**src/rtl/dual_input_debouncer_pkg.sv**
```systemverilog
// rtl/dual_input_debouncer_pkg.sv - shared constants and width helper for the debouncer
package dual_input_debouncer_pkg;

    localparam int DEFAULT_DEBOUNCE_CYCLES = 4;

    // Counter only needs to reach DEBOUNCE_CYCLES-1; keep at least one bit.
    function automatic int cnt_width(input int cycles);
        return (cycles > 1) ? $clog2(cycles) : 1;
    endfunction

endpackage

```
**src/rtl/dual_input_debouncer_if.sv**
```systemverilog
// rtl/dual_input_debouncer_if.sv - raw inputs and conditioned outputs of the debouncer
interface dual_input_debouncer_if;
    logic a_raw;
    logic b_raw;
    logic a_clean;
    logic b_clean;
    logic a_rise;
    logic a_fall;
    logic b_rise;
    logic b_fall;
    logic settled;

    modport master (
        output a_raw, b_raw,
        input  a_clean, b_clean, a_rise, a_fall, b_rise, b_fall, settled
    );

    modport slave (
        input  a_raw, b_raw,
        output a_clean, b_clean, a_rise, a_fall, b_rise, b_fall, settled
    );
endinterface

```
**src/rtl/dual_input_debouncer_channel.sv**
```systemverilog
// rtl/dual_input_debouncer_channel.sv - one synchronizer + counter + clean level channel
module debounce_channel
    import dual_input_debouncer_pkg::*;
#(
    parameter int DEBOUNCE_CYCLES = DEFAULT_DEBOUNCE_CYCLES
) (
    input  logic clk,
    input  logic rst,
    input  logic raw,
    output logic clean,
    output logic rise,
    output logic fall,
    output logic cnt_zero
);

    localparam int CNT_W = cnt_width(DEBOUNCE_CYCLES);
    localparam logic [CNT_W-1:0] CNT_LAST = CNT_W'(DEBOUNCE_CYCLES - 1);

    logic             sync1;
    logic             sync2;
    logic [CNT_W-1:0] cnt;

    always_ff @(posedge clk) begin
        if (rst) begin
            sync1 <= 1'b0;
            sync2 <= 1'b0;
            cnt   <= '0;
            clean <= 1'b0;
            rise  <= 1'b0;
            fall  <= 1'b0;
        end else begin
            sync1 <= raw;
            sync2 <= sync1;
            rise  <= 1'b0;
            fall  <= 1'b0;
            // Any return to the clean level restarts the qualification window.
            if (sync2 == clean) begin
                cnt <= '0;
            end else if (cnt == CNT_LAST) begin
                cnt   <= '0;
                clean <= sync2;
                rise  <= sync2;
                fall  <= ~sync2;
            end else begin
                cnt <= cnt + 1'b1;
            end
        end
    end

    assign cnt_zero = (cnt == '0);

endmodule

```
**src/rtl/dual_input_debouncer.sv**
```systemverilog
// rtl/dual_input_debouncer.sv - two independent debounce channels plus a settled flag
module dual_input_debouncer
    import dual_input_debouncer_pkg::*;
#(
    parameter int DEBOUNCE_CYCLES = DEFAULT_DEBOUNCE_CYCLES
) (
    input logic                  clk,
    input logic                  rst,
    dual_input_debouncer_if.slave bus
);

    logic a_cnt_zero;
    logic b_cnt_zero;

    debounce_channel #(.DEBOUNCE_CYCLES(DEBOUNCE_CYCLES)) u_chan_a (
        .clk      (clk),
        .rst      (rst),
        .raw      (bus.a_raw),
        .clean    (bus.a_clean),
        .rise     (bus.a_rise),
        .fall     (bus.a_fall),
        .cnt_zero (a_cnt_zero)
    );

    debounce_channel #(.DEBOUNCE_CYCLES(DEBOUNCE_CYCLES)) u_chan_b (
        .clk      (clk),
        .rst      (rst),
        .raw      (bus.b_raw),
        .clean    (bus.b_clean),
        .rise     (bus.b_rise),
        .fall     (bus.b_fall),
        .cnt_zero (b_cnt_zero)
    );

    // Derived only from counter state, never from the raw inputs.
    assign bus.settled = a_cnt_zero & b_cnt_zero;

endmodule

```
**src/flat_wrapper.sv**
```systemverilog
// flat-port wrapper written by rule: the top's interface ports become plain ports
module dual_input_debouncer_flat import dual_input_debouncer_pkg::*;
#(
    parameter int DEBOUNCE_CYCLES = DEFAULT_DEBOUNCE_CYCLES
)
  (clk, rst, bus_a_raw, bus_b_raw, bus_a_clean, bus_b_clean, bus_a_rise, bus_a_fall, bus_b_rise, bus_b_fall, bus_settled);
  dual_input_debouncer_if bus_i ();
  input logic clk;
  input logic rst;
  input wire logic [$bits(bus_i.a_raw)-1:0] bus_a_raw;
  input wire logic [$bits(bus_i.b_raw)-1:0] bus_b_raw;
  output wire logic [$bits(bus_i.a_clean)-1:0] bus_a_clean;
  output wire logic [$bits(bus_i.b_clean)-1:0] bus_b_clean;
  output wire logic [$bits(bus_i.a_rise)-1:0] bus_a_rise;
  output wire logic [$bits(bus_i.a_fall)-1:0] bus_a_fall;
  output wire logic [$bits(bus_i.b_rise)-1:0] bus_b_rise;
  output wire logic [$bits(bus_i.b_fall)-1:0] bus_b_fall;
  output wire logic [$bits(bus_i.settled)-1:0] bus_settled;
  assign bus_i.a_raw = bus_a_raw;
  assign bus_i.b_raw = bus_b_raw;
  assign bus_a_clean = bus_i.a_clean;
  assign bus_b_clean = bus_i.b_clean;
  assign bus_a_rise = bus_i.a_rise;
  assign bus_a_fall = bus_i.a_fall;
  assign bus_b_rise = bus_i.b_rise;
  assign bus_b_fall = bus_i.b_fall;
  assign bus_settled = bus_i.settled;
  dual_input_debouncer #(.DEBOUNCE_CYCLES(DEBOUNCE_CYCLES)) u_core (.clk(clk), .rst(rst), .bus(bus_i));
endmodule
```
**config.mk**
```make
export PLATFORM = sky130hd
export DESIGN_NAME = dual_input_debouncer_flat
export DESIGN_NICKNAME = d
export VERILOG_FILES = /design/src/rtl/dual_input_debouncer_pkg.sv /design/src/rtl/dual_input_debouncer_if.sv /design/src/rtl/dual_input_debouncer_channel.sv /design/src/rtl/dual_input_debouncer.sv /design/src/flat_wrapper.sv
export SDC_FILE = /design/constraint.sdc
export NUM_CORES = 1
export LEC_CHECK = 0
export CORE_AREA = 2 2 39 41
export DETAILED_ROUTE_END_ITERATION = 7
export DIE_AREA = 0 0 41 43
export GPL_TIMING_DRIVEN = 1
export PLACE_DENSITY = 0.77
export SETUP_SLACK_MARGIN = 0.3
export SLEW_MARGIN = 5
export SYNTH_ARGS = -nofsm -noshare
export SYNTH_HDL_FRONTEND = slang
export SYNTH_SLANG_ARGS = --single-unit
```
**constraint.sdc**
```tcl
create_clock -name clk -period 0.8 [get_ports clk]
set_input_delay 0.16 -clock clk [delete_from_list [all_inputs] [get_ports clk]]
set_output_delay 0.16 -clock clk [all_outputs]
set_load 0.1 [all_outputs]
```
==> reports/metrics.yaml <==
std_cell_rows: 14
synth_area_um2: 526
period_needed_ns: 1.27
grt_pass1_vias: 345
layout_setup_ws_ns: -0.469
worstPathMaxFanout: 2
core-area_um2: 1380
crit_path_start_kind: "flip-flop"
cts-root-buf: "clkbuf_4"
synth-edff-count: 0
dieHeight_um: 43
ant_nets: 0
critPathKind: "reg2out"
cts_tree: "done"
hold_path_startpoint: "rst"
skew_ns: 0.00587
p_leak_nw: 0.340
finalNetCount: 71
ys_ff_latch: 14
diodes: 0
hp-class: "in2reg"
rr_worst_depth: 4
worstReg2RegStart: "u_core.u_chan_b.cnt[0]$_SDFF_PP0_"
synth-async-reset-ratio_pct: 0
cp.arrival_ns: 1.11
cts_htree_levels: 1
status: "finished, violations left"
relSlewSlack_pct: 83.0
die_width_um: 41
syn_to_final_growth_pct: 75.0
total_power_mw: 1.22
synthTopCellsByCount: "dfxtp_1, ha_1, inv_1, nor2b_1"
synthFlopType: "dfxtp_1"
synthTopCellsByArea: "dfxtp_1, ha_1, nor4b_2"
worst_pin_slew_ns: 0.255
reg2reg_to: "u_core.u_chan_b.clean$_SDFFE_PP0P_"
grt_util_all_layers_pct: 12.8
routed_wl_um: 876
clk_path_buf_depth: 2
drt-pass1-iter-count: 1
initial_core_util_pct: 38.0
synth.most_common_cell: "dfxtp_1"
hold_depth: 2
drt_iter0_drc: 0
yosys.area.top_type: "dfxtp_1"
vias: 357
post-place-ws_ns: -0.441
slew_violations: 0
avgRoutedWirePerCell_um: 11.2
seq_area_frac_synth_pct: 53.3
min_period_over_period_pct: 159
cts_buffers: 3
syn_avg_cell_area_um2: 12.5
die_area_um2: 1760
syn_nets: 50
violations: "negative setup slack"
clk_pin_slew_ns: 0.08
io_buffers: 10
vdd_drop_max_uv: 937
finalHoldViolCount: 0
critPathCaptureType: "primary output"
drive_above_1_share_pct: 74.2
drc_errors: 0
grt_max_degree: 11
setup_viol: 17
max_clock_freq_mhz: 788
insertion_delay_ns: 0.28
rsz0062_at_grt: "yes"
final_util_pct: 66.5
grt_pass1_wl_um: 1440
place_congestion: 0.684
yosysWarningCount: 0
synth_cell_types: 13
gr-total-overflow: 0
synth_top_area_share_pct: 53.3
synth_cells: 42
maxCapViolations: 0
reg.largest.list: "u_core.u_chan_a.cnt: 2 flops, u_core.u_chan_b.cnt: 2 flops"
antenna_found_initial: 0
routed_via_density: 4.58
critPathRequiredTime_ns: 0.64
reg2reg_setup_slack_ns: -0.22
hold_path_end: "u_core.u_chan_a.cnt[0]$_SDFF_PP0_"
ios: 11
cts.sinks: 14
p_per_area_nw_per_um2: 1330
-- layout make-up --
class	instances	area, um2
repair buffers	17	223
inverters	4	15.0
clock buffers	4	26.3
multi-input cells	23	328
fillers	102	464
well taps	16	20.0
flip-flops and latches	14	308
-- stage by stage --
stage / hold WS [ns] / cell area [um2] / TNS, ns / std cells
after global placement: 0.421 / 792 / -5.08 / 69
final: 0.210 / 920 / -3.19 / 78
after CTS: 0.223 / 882 / -3.12 / 78
after global routing: 0.201 / 920 / -3.82 / 78
after floorplan: 0.288 / 598 / -0.970 / 42
after detailed placement: 0.426 / 792 / -5.41 / 69
-- cells by family (layout without fill, tap and decap cells) --
| kind of cell | Yosys count | count (layout) | share of synthesized area (%) |
|---|---|---|---|
| flip-flops | 14 | 14 | 53.3 |
| XOR/XNOR | 2 | 2 | 3.33 |
| multiplexers | 2 | 2 | 3.81 |
| buffers and inverters | 5 | 25 | 5.00 |
| AND/OR/NAND/NOR | 15 | 15 | 25.0 |
| adder cells (fa/ha/maj) | 4 | 4 | 9.52 |
-- timing repair --
item	4_1_cts	5_1_grt
pin swaps	4	3
gates resized for setup	9	9
setup endpoints to repair	21	20
buffers inserted	5	0
hold buffers	0	0
-- metal layers --
| layer | share of wire [%] | vias to the layer above | track usage (%) |
|---|---|---|---|
| met5 | 0 | - | 0 |
| met3 | 3.4 | 2 | 3.66 |
| met4 | 2.6 | 0 | 10.0 |
| li1 | - | 184 | - |
| met1 | 36 | 163 | 14.1 |
| met2 | 58 | 8 | 19.4 |
-- critical path, stage by stage (launching register included) --
cell	delay, ns
dfxtp_2	0.34
inv_2	0.04
ha_4	0.14
and2_4	0.15
buf_12	0.16
-- layout by cell type, fill, tap and decap left out, drive strengths merged --
master and count:
dlygate4sd2 2, nor2b 4, dfxtp 14, and4bb 4, nor4b 2, nor2 2
nor4 2, and2 1, ha 4, xnor2 2, mux2i 2, clkbuf 4
buf 15, inv 4
-- report_power, final --
part	switching [mW]	total (mW)	internal (mW)
combinational	0.0533	0.110	0.0569
clock	0.218	0.412	0.193
sequential	0.0112	0.700	0.689
-- how the worst max path moves through the flow --
stage                                            from                               to  depth (start not counted)
detailed placement                                rst  u_core.u_chan_a.fall$_SDFF_PP0_                          2
global route        u_core.u_chan_b.cnt[1]$_SDFF_PP0_                      bus_settled                          4
global placement                                  rst  u_core.u_chan_a.rise$_SDFF_PP0_                          2
CTS                 u_core.u_chan_a.cnt[0]$_SDFF_PP0_                      bus_settled                          4
finish              u_core.u_chan_b.cnt[1]$_SDFF_PP0_                      bus_settled                          4
floorplan           u_core.u_chan_a.cnt[1]$_SDFF_PP0_                      bus_settled                          3
Note: power is estimated with default switching activity, not from simulation.
==> RTL change: new RTL, same flow settings <==
Register the output `bus.settled`; this adds one clock of latency there.
--- a/src/rtl/dual_input_debouncer.sv
+++ b/src/rtl/dual_input_debouncer.sv
@@ -33,7 +33,9 @@
     );
 
     // Derived only from counter state, never from the raw inputs.
-    assign bus.settled = a_cnt_zero & b_cnt_zero;
+    always_ff @(posedge clk) begin
+        bus.settled <= a_cnt_zero & b_cnt_zero;
+    end
 
 endmodule
 
Behaviour: not the same (Yosys sat finds a counterexample within 4 cycles, from zero or initial values and one cycle with rst high).
==> RTL change against the unedited design <==
The flow still finishes with violations (setup timing); worst setup slack gained 270 ps; critical path type unchanged; largest power group unchanged; synthesized area grew 3.8%; design area up 3.1%; power grew 6.2%; routed wire length increased by 26%; clock power up 6.6%; sequential cell count up 1; core utilization increased by 2.1 points.
==> RTL change: results (changes against the unedited design) <==
Cells and area
  – Fin cells: 76 (-2.6%)
  – Share of cells above drive strength 1: 0.767 (+0.0247)
  – Nets: 69 (-2.8%)
  – Layout fillers: 89 (-13%)
  – Largest regs: u_core.u_chan_a.cnt x2, u_core.u_chan_b.cnt x2

Clock network
  – CTS clk-pin slew, worst paths: about 90 ps
  – CTS buffer count: 3 (unchanged)
  – H-Tree Depth: 1 (unchanged)

Worst setup path
  – R2r setup slk: -170 ps (+50 ps)
  – Max incr delay on CP: 370 ps (+30 ps)
  – Reg2reg end: u_core.u_chan_b.cnt[1]$_SDFF_PP0_
  – Worst r2r src: u_core.u_chan_b.clean$_SDFFE_PP0P_
  – CP delay by family, top: flip-flops
  – Worst R2R Path Depth: 3 (-1)
  – WP data arrival: 840 ps (-270 ps)
  – Critical path's slowest cell: dfxtp_4

Timing
  – Hold slack final: 194 ps (-15.9 ps)
  – Final setup viols: 17 (unchanged)
  – Final worst slack: -196 ps (+273 ps)
  – Tightest Pin Transition: 297 ps (+41.8 ps)
  – Clk_skew: 7.28 ps (+1.40 ps)

Power and ir drop
  – Leak: 0.333 nW (-2.0%)
  – VDD IR-drop max: 1.28 mV (+36%)
  – P_sw: 0.321 mW (+14%)

Global route
  – Largest net degree at the start of global routing: 10 (-1)
  – First-pass GRT wire length: 1.60 mm (+11%)
  – Gr ovfl total: 0 (unchanged)
  – Total GRT Usage: 0.157 (+0.0283)
  – Number of global-route vias before repair: 363 (+5.2%)
  – Initial antenna violation count: 0 (unchanged)

Hold path
  – Hold crit path type: in -> reg
  – Hold Path Origin: rst
  – Hold Path Depth: 2 (unchanged)
  – Hold Crit Endpoint: u_core.u_chan_a.cnt[0]$_SDFF_PP0_

Synth
  – Seq/Total Area, Yosys: 0.550 (+0.0171)
  – Yosys warning total: 0 (unchanged)
  – FFs w/ async S/R, synth: 0 (unchanged)
  – Synth area leaders: dfxtp_1 (55%), ha_1 (9.2%), nor4b_2 (5.5%)
  – Synthesized Nets: 51 (+2.0%)
  – Ys flop type: dfxtp_1
  – Synth unique cells: 13 (unchanged)
  – Top cells by count, synth: dfxtp_1 (15), ha_1 (4), inv_1 (4), nor2b_1 (4)
  – Syn avg cell area: 12.7 um2 (+1.4%)

Detailed routing
  – Initial DRC count: 2 (+2)
  – Via count: 366 (+2.5%)
  – Wire per inst: 14.5 um (+29%)
  – Drt first pass iters: 2 (+1)

Run
  – Max-cap viol count: 0 (unchanged)

Outcome
  – Failing checks: setup timing
  – Status: finished with violations

Placed design
  – Dpl ws: -396 ps (+45.0 ps)
  – Gpl congestion: 0.716 (+4.8%)
  – Placed cell area: 786 um2 (-0.79%)
  – Hpwl dp: 613 um
  – IO Port Bufs: 10 (unchanged)
[RTL change: how the worst max path moves through the flow]
stage                     slack, ps                               start  depth (start not counted)                                end
after floorplan                -110  u_core.u_chan_b.clean$_SDFFE_PP0P_                          2  u_core.u_chan_b.cnt[1]$_SDFF_PP0_
after global placement         -390                                 rst                          2    u_core.u_chan_a.fall$_SDFF_PP0_
after detailed placement       -400                                 rst                          2    u_core.u_chan_a.fall$_SDFF_PP0_
after CTS                      -200  u_core.u_chan_b.clean$_SDFFE_PP0P_                          1                        bus_b_clean
after global routing           -230  u_core.u_chan_b.clean$_SDFFE_PP0P_                          1                        bus_b_clean
final                          -200  u_core.u_chan_b.clean$_SDFFE_PP0P_                          1                        bus_b_clean
[RTL change: logic make-up after synthesis]
kind of cell	share of synthesized area
buf+inv	0.0482
xor+xnor	0.0321
simple gates	0.241
fa+ha+maj	0.0917
flops	0.550
mux	0.0367
[RTL change: layer usage]
layer  vias up  global-route usage  part of all wire
met5         -                   0                 0
met1       168               0.147              0.37
met2         8               0.241              0.55
met4         0               0.140             0.037
met3         5              0.0628             0.039
li1        185                   -                 -
[RTL change: power groups by stage]
stage          Combinational [mW]  Sequential (mW)  Clock [mW]
2_1_floorplan              0.0348            0.787           0
3_3_place_gp               0.0849            0.769           0
3_5_place_dp               0.0877            0.769           0
4_1_cts                    0.0948            0.751       0.456
5_1_grt                     0.114            0.753       0.501
6_report                    0.107            0.750       0.439
[RTL change: what timing repair did]
item,CTS,global route
setup buffers,2,1
pin swaps,2,0
setup endpoints to repair,22,21
resized for setup,16,14
hold endpoints to repair,0,0
[RTL change: area by class of cell]
class,instances,share of cell area
clock buffer,3,0.0237
clock inverter,1,0.00528
inverter,4,0.0211
multi-input combinational,23,0.359
sequential,15,0.360
tap,16,0.0211
timing repair buffer,14,0.210
[RTL change: stage by stage]
stage | TNS [ps] | utilization | power (mW)
6_report | -2150 | 0.685 | 1.30
5_1_grt | -2760 | 0.685 | 1.37
4_1_cts | -2110 | 0.649 | 1.30
3_5_place_dp | -4950 | 0.568 | 0.857
3_3_place_gp | -4760 | 0.568 | 0.854
2_1_floorplan | -729 | - | 0.822
